[src/rtl/alu_share_ctrl.sv]
// Round-robin sequencer that shares one external combinational 8-bit ALU between two
// requesters. Each op runs accept (IDLE) -> drive ALU (EXEC) -> hold tagged response (RESP).
module alu_share_ctrl (
   input  logic       clk,
   input  logic       rst,
   input  logic       req0_valid,
   output logic       req0_ready,
   input  logic [7:0] req0_a,
   input  logic [7:0] req0_b,
   input  logic [1:0] req0_op,
   input  logic       req1_valid,
   output logic       req1_ready,
   input  logic [7:0] req1_a,
   input  logic [7:0] req1_b,
   input  logic [1:0] req1_op,
   output logic [7:0] alu_a,
   output logic [7:0] alu_b,
   output logic [1:0] alu_ctrl,
   input  logic [7:0] alu_out,
   output logic       rsp_valid,
   input  logic       rsp_ready,
   output logic [7:0] rsp_data,
   output logic       rsp_id,
   output logic       rsp_err,
   output logic       busy,
   output logic [7:0] op_count
);

   typedef enum logic [1:0] {IDLE, EXEC, RESP} state_t;

   state_t          state;
   logic            last_grant;
   logic            gnt;
   logic            acc_ok;
   logic            accept;
   logic            id_q;
   logic            err_q;
   logic [1:0][7:0] ra;
   logic [1:0][7:0] rb;
   logic [1:0][1:0] rop;

   assign ra  = {req1_a, req0_a};
   assign rb  = {req1_b, req0_b};
   assign rop = {req1_op, req0_op};

   // On a tie the requester not granted last wins.
   always_comb begin
      gnt = 1'b0;
      if (req0_valid & req1_valid) gnt = ~last_grant;
      else                         gnt = req1_valid;
   end

   assign acc_ok     = (state == IDLE) & ~rst;
   assign req0_ready = acc_ok & req0_valid & ~gnt;
   assign req1_ready = acc_ok & req1_valid & gnt;
   assign accept     = req0_ready | req1_ready;

   always_ff @(posedge clk) begin
      if (rst) begin
         state      <= IDLE;
         last_grant <= 1'b1;
         alu_a      <= '0;
         alu_b      <= '0;
         alu_ctrl   <= '0;
         id_q       <= 1'b0;
         err_q      <= 1'b0;
         rsp_valid  <= 1'b0;
         rsp_data   <= '0;
         rsp_id     <= 1'b0;
         rsp_err    <= 1'b0;
         busy       <= 1'b0;
         op_count   <= '0;
      end else begin
         case (state)
            IDLE: if (accept) begin
               // Illegal op 11 is steered to add so the ALU never sees its undefined case.
               alu_a      <= ra[gnt];
               alu_b      <= rb[gnt];
               alu_ctrl   <= (rop[gnt] == 2'b11) ? 2'b00 : rop[gnt];
               err_q      <= (rop[gnt] == 2'b11);
               id_q       <= gnt;
               last_grant <= gnt;
               busy       <= 1'b1;
               state      <= EXEC;
            end
            EXEC: begin
               rsp_data  <= err_q ? 8'h00 : alu_out;
               rsp_id    <= id_q;
               rsp_err   <= err_q;
               rsp_valid <= 1'b1;
               state     <= RESP;
            end
            RESP: if (rsp_ready) begin
               rsp_valid <= 1'b0;
               busy      <= 1'b0;
               op_count  <= op_count + 8'd1;
               state     <= IDLE;
            end
            default: state <= IDLE;
         endcase
      end
   end

endmodule

[config.mk]
export PLATFORM = sky130hd
export DESIGN_NAME = alu_share_ctrl
export DESIGN_NICKNAME = d
export VERILOG_FILES = /design/src/rtl/alu_share_ctrl.sv
export SDC_FILE = /design/constraint.sdc
export NUM_CORES = 1
export LEC_CHECK = 0
export CELL_PAD_IN_SITES_DETAIL_PLACEMENT = 1
export CELL_PAD_IN_SITES_GLOBAL_PLACEMENT = 1
export CORE_UTILIZATION = 30
export DETAILED_ROUTE_END_ITERATION = 10
export GPL_TIMING_DRIVEN = 0
export PLACE_DENSITY_LB_ADDON = 0.1
export SKIP_LAST_GASP = 1
export SLEW_MARGIN = 20
export SYNTH_ARGS = -nofsm -noshare
export SYNTH_HDL_FRONTEND = slang
export SYNTH_SLANG_ARGS = --single-unit
[constraint.sdc]
create_clock -name clk -period 2.51 [get_ports clk]
set_input_delay 0.502 -clock clk [delete_from_list [all_inputs] [get_ports clk]]
set_output_delay 0.502 -clock clk [all_outputs]
set_load 0.005 [all_outputs]
Word level (Yosys, flattened, before mapping)
Cells that the tools add are included.
{ "word_totals": {"ff_bits": 43, "inputBits": 49, "output_inout_bits": 40, "word_cells": 54} }
{ "classes": {"addsub": 1, "magnitude_cmp": 1, "eq_ne": 5, "mux": 16, "n_bitwise": 10, "reduce_logical": 8} }
{ "op_table": {"columns": ["op", "count"], "rows": [
  ["$mux 8", 5],
  ["$mux 2", 5],
  ["$add 8x1->8 const B", 1],
  ["$reduce_and 2->1", 4],
  ["$and 1x1->1", 6],
  ["$pmux 2 s3", 1],
  ["$eq 2x2->1 const B", 2],
  ["$ne 2x2->1 const B", 2],
  ["$pmux 1 s2", 2],
  ["$reduce_bool 2->1", 2],
  ["$mux 1", 3],
  ["$not 1->1", 3],
  ["$reduce_and 3->1", 1],
  ["$eq 2x1->1 const B", 1],
  ["$logic_not 2->1", 1],
  ["$lt 1x2->1 const B", 1],
  ["$or 1x1->1", 1]
]} }

Longest topological paths before layout
Gate-level depths: netlist (run 1).
{ "logic_depth": {"word_depth": 7, "mapped_depth": 5, "ltp_nobuf": 4} }

Worst setup path before layout (run 1)
OpenSTA, ideal clock, no wires.
{ "synth_timing": {"path_kind": "input-to-output", "startpoint": "input rst", "endpoint": "output req0_ready", "arrival_ns": 1.208, "t_required_ns": 2.008, "slack_ns": 0.800, "cell_stages": 4, "n_path_buf": 2, "cell_sequence": "buf_1 > nor3_2 > buf_2 > and3_1"} }
{ "synth_between": {"elab_chain_len": 4} }
{ "synth_lines": {"columns": ["item", "line_no", "rtl"], "rows": [
  ["start, declared", "5", "input logic rst,"],
  ["$not 1->1", "53", "assign acc_ok = (state == IDLE) & ~rst;"],
  ["$and 1x1->1", "53", null],
  ["$and 1x1->1 (2 in a row)", "54", "assign req0_ready = acc_ok & req0_valid & ~gnt;"],
  ["end, declared", "7", "output logic req0_ready,"]
]} }
No other way between the ends.

Worst setup path in the final report (run 1)
{ "layout_timing": {"startpoint": "register state[1]", "endpoint": "output req0_ready"} }
{ "layout_between": {"elab_chain_len": 4} }
{ "layout_lines": {"columns": ["item", "line_no", "rtl"], "rows": [
  ["start, declared", "31", "state_t state;"],
  ["start signal, assigned", "60", "state <= IDLE;"],
  ["start signal, assigned", "84", "state <= EXEC;"],
  ["start signal, assigned", "91", "state <= RESP;"],
  ["$logic_not 2->1", "53", null],
  ["$and 1x1->1", "53", null],
  ["$and 1x1->1 (2 in a row)", "54", null]
]} }
No other way between the ends.

==> results of run 1 <==
-- critical path, delay by kind of cell (launching register included) --
family / cells / cell delay [ns]
buffers and inverters: 2 / 0.75
and+or+nand+nor: 2 / 0.43
DFF: 1 / 0.42
-- state kept, by name, indices dropped and copies added (netlist names) --
signal	cells
alu_ctrl	2
rsp_data	8
busy	1
rsp_err	1
state	2
op_count	8
err_q	1
id_q	1
rsp_valid	1
last_grant	1
alu_a	8
rsp_id	1
alu_b	8
-- layer usage --
layer,vias up,track usage
met5,-,0
met3,8,0.03977
met1,922,0.2310
li1,973,-
met4,0,0.08571
met2,51,0.2966
-- area by class of cell --
cell class	count	area, µm²
clock buffers	6	72.57
well taps	75	93.84
inverters	1	3.754
plain buffers	16	78.83
multi-input cells	156	929.6
repair buffers	90	898.4
clock inverters	2	12.51
flip-flops and latches	43	860.8
fillers	724	2970
-- per-stage QoR --
stage | hold slack (ns) | setup TNS (ns)
final | 0.4593 | 0
after global routing | 0.4855 | 0
after CTS | 0.4642 | -0.1356
after detailed placement | 0.4520 | -0.7477
after global placement | 0.4382 | -0.7396
after floorplan | 0.4286 | 0
-- how the worst min path moves through the flow --
stage / slack, ns / from / endpoint / depth (start not counted)
2_1_floorplan: 0.43 / id_q / rsp_id / 2
3_3_place_gp: 0.44 / rsp_data[7] / rsp_data[7] / 2
3_5_place_dp: 0.45 / rsp_data[6] / rsp_data[6] / 2
4_1_cts: 0.46 / rsp_data[6] / rsp_data[6] / 2
5_1_grt: 0.49 / rsp_data[1] / rsp_data[1] / 2
6_report: 0.46 / rsp_data[7] / rsp_data[7] / 2
-- timing repair --
item                       in CTS  in global routing
resized for setup               5                  7
pin swaps                       1                  1
gates cloned                    0                  0
setup buffers                   0                  3
setup endpoints to repair       2                  2
-- kinds of logic after synthesis --
family,after synthesis
compound gates,67
xor+xnor,2
fa+ha+maj,1
buf+inv,18
flops,43
mux,1
simple gates,85
-- Yosys cell counts, types with 3 or more instances --
| cell type | n |
|---|---|
| a311oi_1 | 19 |
| nand3b_1 | 12 |
| or3_1 | 3 |
| buf_2 | 4 |
| nand3_1 | 3 |
| o21ai_0 | 4 |
| nor2_1 | 5 |
| dfxtp_1 | 43 |
| clkbuf_1 | 12 |
| a21oi_1 | 38 |
| nand2_1 | 47 |
-- where the power goes --
part | switching (mW) | internal (mW)
combinational | 0.149 | 0.214
clock | 0.246 | 0.195
sequential | 0.0370 | 0.732
total | 0.433 | 1.14
==> flow_summary.ini, run 1 <==
[synth]
synth_top_family_by_area = simple AND/OR/NAND/NOR gates
synth_top_area_share = 0.4680
yosys.area_share.simple = 0.2381
synth_compound_area_frac = 0.2327
ys.warnings.count = 0
synth_area_leaders = dfxtp_1, a21oi_1, nand2_1
async_flop_share = 0
yosysTopAreaCell = dfxtp_1
syn_nets = 267
yosysUniqueCellTypes = 31
synth.area.mux_share = 0.005442
synthAdderAreaFrac = 0.006803
syn_inst = 217
synth_area_um2 = 1839
synth_xor_area_frac = 0.009524
avgSynthCellArea_um2 = 8.476
ys.flop_type = dfxtp_1
synth_edf_count = 0
synth_seq_cells = 43
synth-seq-area-share = 0.4680

[timing]
finalHoldViolCount = 0
finClkSkew_ns = 0.01013
tightest_slew_ns = 0.5053
setup_viol = 0
setup_slack_ns = 0.09535
grt_setup_unrepaired = no
maxSlewHeadroom = 0.6631
period_needed_ns = 2.415
slew_viol_final = 0
fin_crit_sh = 0.9620
max_freq_mhz = 414.1

[floorplanning]
fp.dieW_um = 80.30
io_pins = 89
core_um2 = 5921
initial_utilization = 0.3107
die_h_um = 80.30
die-area_um2 = 6448
fp-row-count = 28

[status]
outcome = completed

[layout]
final_cell_mix = clkdlybuf4s50_1, nand2_1, dfxtp_1, a21oi_1, a311oi_1
fin_cells = 389
layout_commonest_cell = clkdlybuf4s50_1
final_cell_area_um2 = 2950
fin_util = 0.4983
area_delta_synth_final_pct = 60.41
nets = 363
diodes = 0
drive_above_1_share = 0.06051

[critical_path]
cp.arrival_ns = 1.91
path_max_fanout = 10
rrSetupSlack_ns = 0.91
cp_slowest_cell = clkdlybuf4s50_1
reg2regPathDepth = 4
path_cells = nor3_4 -> clkbuf_4 -> and3_1 -> clkdlybuf4s50_1
crit_end = req0_ready
required_ns = 2.01
startpoint = state[1]
setup.worst_path.end_class = output port
critPathLaunchType = register
worstReg2RegEnd = err_q
cpPeakStageDelay_ns = 0.49
critPathKind = reg -> out
r2r_start = last_grant

[power]
p_total_mw = 1.574
peakVddDrop_v = 0.0003088
cellPowerDensity_nw_per_um2 = 533.5
power.leakage_nw = 1.069

[grt]
grt_usage = 0.1835
grt_antenna_before_repair = 0
grt_overflow_total = 0
grt_pass1_vias = 1883
grt_max_degree = 14
grt_pass1_wl_um = 9004

[clocking]
clk_path_buf_depth = 2
cts_root_buffer = clkbuf_8
cts_tree = built
path_clk_slew_ns = 0.09
cts.sinks = 43
h-tree-depth = 2
cts_made_buffers = 5
clk_latency_ns = 0.31
ctsHoldBuffers = 0

[detailed_routing]
wire_per_inst_um = 14.54
route.met3.wl_um = 250
vias_per_cell = 5.023
ant_nets = 0
drt-initial-drc-count = 52
dr.max_layer_used = met4
drc_errors = 0
drt-met1-wl_um = 2689
routed-wl-met2_um = 2623
vias = 1954
wl_um = 5656
dr.pass1.iters = 4

[place]
dp_cells = 379
dp_hpwl_um = 4066
port_buffers = 87
placed_area_um2 = 2804
preCtsSetupSlack_ns = -0.4214
gp_congestion = 0.7997

[run]
maxCapViolCount = 0

[min_path]
hold_path.class = reg -> reg
No activity file was read; power rests on OpenSTA's default activity.
==> inputs of run 2 (changes only) <==
--- a/config.mk
+++ b/config.mk
@@ -11,6 +11,7 @@
 export DETAILED_ROUTE_END_ITERATION = 10
 export GPL_TIMING_DRIVEN = 0
 export PLACE_DENSITY_LB_ADDON = 0.1
+export SKIP_CTS_REPAIR_TIMING = 1
 export SKIP_LAST_GASP = 1
 export SLEW_MARGIN = 20
 export SYNTH_ARGS = -nofsm -noshare
==> run 2 against run 1 <==
Global-route usage increased by 0.096 points. Count of clock-buffer cells in the layout did not move. First-iteration DRC count up 3.8%. Flip-flop and latch count did not move. Sequential share of layout area up 0.062 points. Core utilization shrank 0.11 points. Critical path depth rose by 1. Cell area shrank 0.21%. Routed wire length unchanged. Die area stayed put. Critical path type is now in -> out.
==> flow_summary.ini, run 2 (same netlist as run 1, synthesis figures left out) <==
[status]
outcome = completed

[power]
cellPowerDensity_nw_per_um2 = 534.6
peakVddDrop_v = 0.0003096
power.leakage_nw = 1.058
p_total_mw = 1.574

[timing]
max_freq_mhz = 403.2
tightest_slew_ns = 0.5040
finClkSkew_ns = 0.009760
fin_crit_sh = 0.9881
grt_setup_unrepaired = yes
maxSlewHeadroom = 0.6640
period_needed_ns = 2.480
setup_viol = 0
finalHoldViolCount = 0
slew_viol_final = 0
holdWs_ns = 0.4593
setup_slack_ns = 0.02974

[grt]
grt_pass1_wl_um = 9052
grt_overflow_total = 0
grt_usage = 0.1844
grt_max_degree = 14
grt_antenna_before_repair = 0
grt_pass1_vias = 1895

[critical_path]
setup.worst_path.end_class = output port
cp.arrival_ns = 1.98
crit_end = req1_ready
reg2regPathDepth = 4
worstReg2RegEnd = alu_ctrl[0]
critPathLaunchType = primary input
startpoint = req1_valid
r2r_start = last_grant
path_max_fanout = 5
required_ns = 2.01
critPathKind = in -> out
rrSetupSlack_ns = 0.91

[clocking]
cts.sinks = 43
path_clk_slew_ns = 0.08
cts_tree = built
h-tree-depth = 2
clk_path_buf_depth = 2
cts_made_buffers = 5
clk_latency_ns = 0.31
cts_root_buffer = clkbuf_8

[layout]
nets = 363
drive_above_1_share = 0.06051
final_cell_mix = clkdlybuf4s50_1, nand2_1, dfxtp_1, a21oi_1, a311oi_1
diodes = 0
layout_commonest_cell = clkdlybuf4s50_1
area_delta_synth_final_pct = 60.07

[detailed_routing]
ant_nets = 0
wire_per_inst_um = 14.54
vias_per_cell = 5.039
dr.pass1.iters = 4
drc_errors = 0
wl_um = 5656
drt-initial-drc-count = 54
vias = 1960

[floorplanning]
die-area_um2 = 6448
core_um2 = 5921
io_pins = 89
initial_utilization = 0.3107
fp-row-count = 28
fp.dieW_um = 80.30
die_h_um = 80.30

[place]
port_buffers = 87
dp_hpwl_um = 4066
preCtsSetupSlack_ns = -0.4214
gp_congestion = 0.7997

[min_path]
hold_path.class = reg -> reg

[run]
maxCapViolCount = 0
## run 2: cell count changes in the layout (fill, tap and decap cells not counted), sizes merged
cell,change
dlymetal6s2s,-1
clkdlybuf4s50,+1
## run 2: metrics by stage
stage / util / setup TNS (ns) / instance area, µm² / cells
6_report: 0.4973 / 0 / 2944 / 389
5_1_grt: 0.4973 / -0.01637 / 2944 / 389
4_1_cts: 0.4880 / -0.7557 / 2889 / 387
3_5_place_dp: 0.4736 / -0.7477 / 2804 / 379
3_3_place_gp: 0.4736 / -0.7396 / 2804 / 379
2_1_floorplan: - / 0 / 1839 / 217
## run 2: worst min path at each step
stage,start,end,slack (ns),cells past startpoint
final,rsp_data[7],rsp_data[7],0.46,2
after global routing,rsp_data[1],rsp_data[1],0.49,2
after global placement,rsp_data[7],rsp_data[7],0.44,2
after CTS,rsp_data[6],rsp_data[6],0.46,2
after detailed placement,rsp_data[6],rsp_data[6],0.45,2
after floorplan,id_q,rsp_id,0.43,2
## run 2: per-layer routing
metal | vias to the layer above | global-route usage | wire length, µm
met5 | - | 0 | 0
met4 | 0 | 0.08571 | 93
met3 | 8 | 0.03977 | 257
met2 | 57 | 0.2983 | 2645
met1 | 922 | 0.2324 | 2660
li1 | 973 | - | -
## run 2: where the power goes
| part | total [mW] | internal, mW | switching, mW |
|---|---|---|---|
| logic | 0.363 | 0.214 | 0.149 |
| clock network | 0.442 | 0.195 | 0.247 |
| registers | 0.769 | 0.732 | 0.0371 |
## run 2: final cells by class
type                    instances  area (µm²)
well taps                      75       93.84
clock buffers                   6       72.57
repair buffers                 90       895.9
multi-input cells             156       929.6
fillers                       725        2977
flip-flops and latches         43       860.8
plain buffers                  16       75.07
clock inverters                 2       12.51
inverters                       1       3.754
## run 2: worst max-delay path: stages
cell	delay (ns)
clkdlybuf4s50_1	0.52
a21boi_4	0.22
buf_6	0.13
and2_1	0.11
clkdlybuf4s50_1	0.50
==> inputs of run 3 (changes only) <==
--- a/config.mk
+++ b/config.mk
@@ -7,6 +7,7 @@
 export LEC_CHECK = 0
 export CELL_PAD_IN_SITES_DETAIL_PLACEMENT = 1
 export CELL_PAD_IN_SITES_GLOBAL_PLACEMENT = 1
+export CORE_MARGIN = 2
 export CORE_UTILIZATION = 30
 export DETAILED_ROUTE_END_ITERATION = 10
 export GPL_TIMING_DRIVEN = 0
==> run 3 against run 2 <==
Power is 13% higher. Fmax is 3.1% higher. Final cell count is 0.51% lower. Critical endpoint is now req0_ready. Largest power group unchanged.
==> flow_summary.ini, run 3 (same netlist as run 1, synthesis figures left out) <==
[floorplanning]
initial_utilization = 0.3107
die_h_um = 82.30
core_um2 = 5921
fp.dieW_um = 82.30
die-area_um2 = 6773
fp-row-count = 28
io_pins = 89

[critical_path]
r2r_start = last_grant
cp.arrival_ns = 1.90
reg2regPathDepth = 4
rrSetupSlack_ns = 0.92
critPathLaunchType = register
setup.worst_path.end_class = output port
path_max_fanout = 10
required_ns = 2.01
startpoint = state[0]
worstReg2RegEnd = err_q
crit_end = req0_ready
critPathKind = reg -> out

[clocking]
path_clk_slew_ns = 0.09
cts_tree = built
clk_latency_ns = 0.29
cts_root_buffer = clkbuf_8
cts.sinks = 43
clk_path_buf_depth = 2
h-tree-depth = 2
cts_made_buffers = 5

[place]
gp_congestion = 0.7986
placed_area_um2 = 2804
port_buffers = 87
dp_hpwl_um = 4083
dp_cells = 379

[run]
maxCapViolCount = 0

[grt]
grt_antenna_before_repair = 0
grt_pass1_wl_um = 9128
grt_overflow_total = 0
grt_usage = 0.1777
grt_max_degree = 14
grt_pass1_vias = 1895

[timing]
max_freq_mhz = 415.7
grt_setup_unrepaired = no
holdWs_ns = 0.4608
maxSlewHeadroom = 0.6345
setup_viol = 0
finClkSkew_ns = 0.006906
tightest_slew_ns = 0.5483
finalHoldViolCount = 0
slew_viol_final = 0
timing.setup.tns_ns = 0
period_needed_ns = 2.406
fin_crit_sh = 0.9584

[detailed_routing]
ant_nets = 0
drc_errors = 0
vias_per_cell = 4.897
dr.pass1.iters = 4
vias = 1895
drt-initial-drc-count = 65
wire_per_inst_um = 15.35
wl_um = 5939

[layout]
final_cell_area_um2 = 2979
layout_commonest_cell = clkdlybuf4s50_1
drive_above_1_share = 0.05449
final_cell_mix = clkdlybuf4s50_1, nand2_1, dfxtp_1, a21oi_1, a311oi_1
diodes = 0
area_delta_synth_final_pct = 61.97
nets = 361
fin_cells = 387

[power]
cellPowerDensity_nw_per_um2 = 596.0
peakVddDrop_v = 0.0003257
power.leakage_nw = 1.082

[status]
outcome = completed

[min_path]
hold_path.class = reg -> reg
-- run 3: cell count changes in the layout (fill, tap and decap cells not counted) --
cell | before | now
buf_4 | 3 | 1
bufinv_16 | 0 | 2
clkdlybuf4s50_1 | 86 | 85
dlymetal6s2s_1 | 1 | 2
clkinv_2 | 1 | 0
clkinvlp_4 | 1 | 0
-- run 3: how the worst min path moves through the flow --
stage,start,to,slack [ns],cells past startpoint
floorplan,id_q,rsp_id,0.43,2
global placement,rsp_data[7],rsp_data[7],0.44,2
detailed placement,rsp_data[0],rsp_data[0],0.45,2
CTS,rsp_data[0],rsp_data[0],0.47,2
global route,rsp_data[0],rsp_data[0],0.48,2
finish,rsp_data[4],rsp_data[4],0.46,2
-- run 3: final cells by class --
class,count,area (µm²)
clock buffers,6,72.57
well taps,75,93.84
repair buffers,88,883.3
flip-flops and latches,43,860.8
multi-input cells,156,929.6
fillers,688,2942
plain buffers,16,75.07
inverters,1,3.754
clock inverters,2,60.06
-- run 3: power breakdown --
group          leakage [nW]  switching, mW  internal [mW]
registers             0.352         0.0364          0.732
logic                 0.664          0.152          0.211
clock network        0.0654          0.246          0.398
total                  1.08          0.434           1.34
-- run 3: metal layers --
metal | up-vias | share of wire | GRT usage
li1 | 966 | - | -
met1 | 871 | 0.48 | 0.2235
met2 | 53 | 0.45 | 0.2911
met3 | 5 | 0.065 | 0.05978
met4 | 0 | 0.0089 | 0.04500
met5 | - | 0 | 0
-- run 3: critical path, cell delays in order, from the launching register on --
cell             delay (ns)
dfxtp_1                0.39
nor3_4                 0.29
clkbuf_4               0.27
and3_1                 0.17
clkdlybuf4s50_1        0.49
-- run 3: stage by stage --
step / power, mW / worst slack (ns) / util
after floorplan: 0.9247 / 0.7996 / -
after global placement: 1.133 / -0.4039 / 0.4736
after detailed placement: 1.138 / -0.4073 / 0.4736
after CTS: 1.783 / -0.4398 / 0.4960
after global routing: 1.871 / 0.002377 / 0.5032
final: 1.775 / 0.1044 / 0.5032
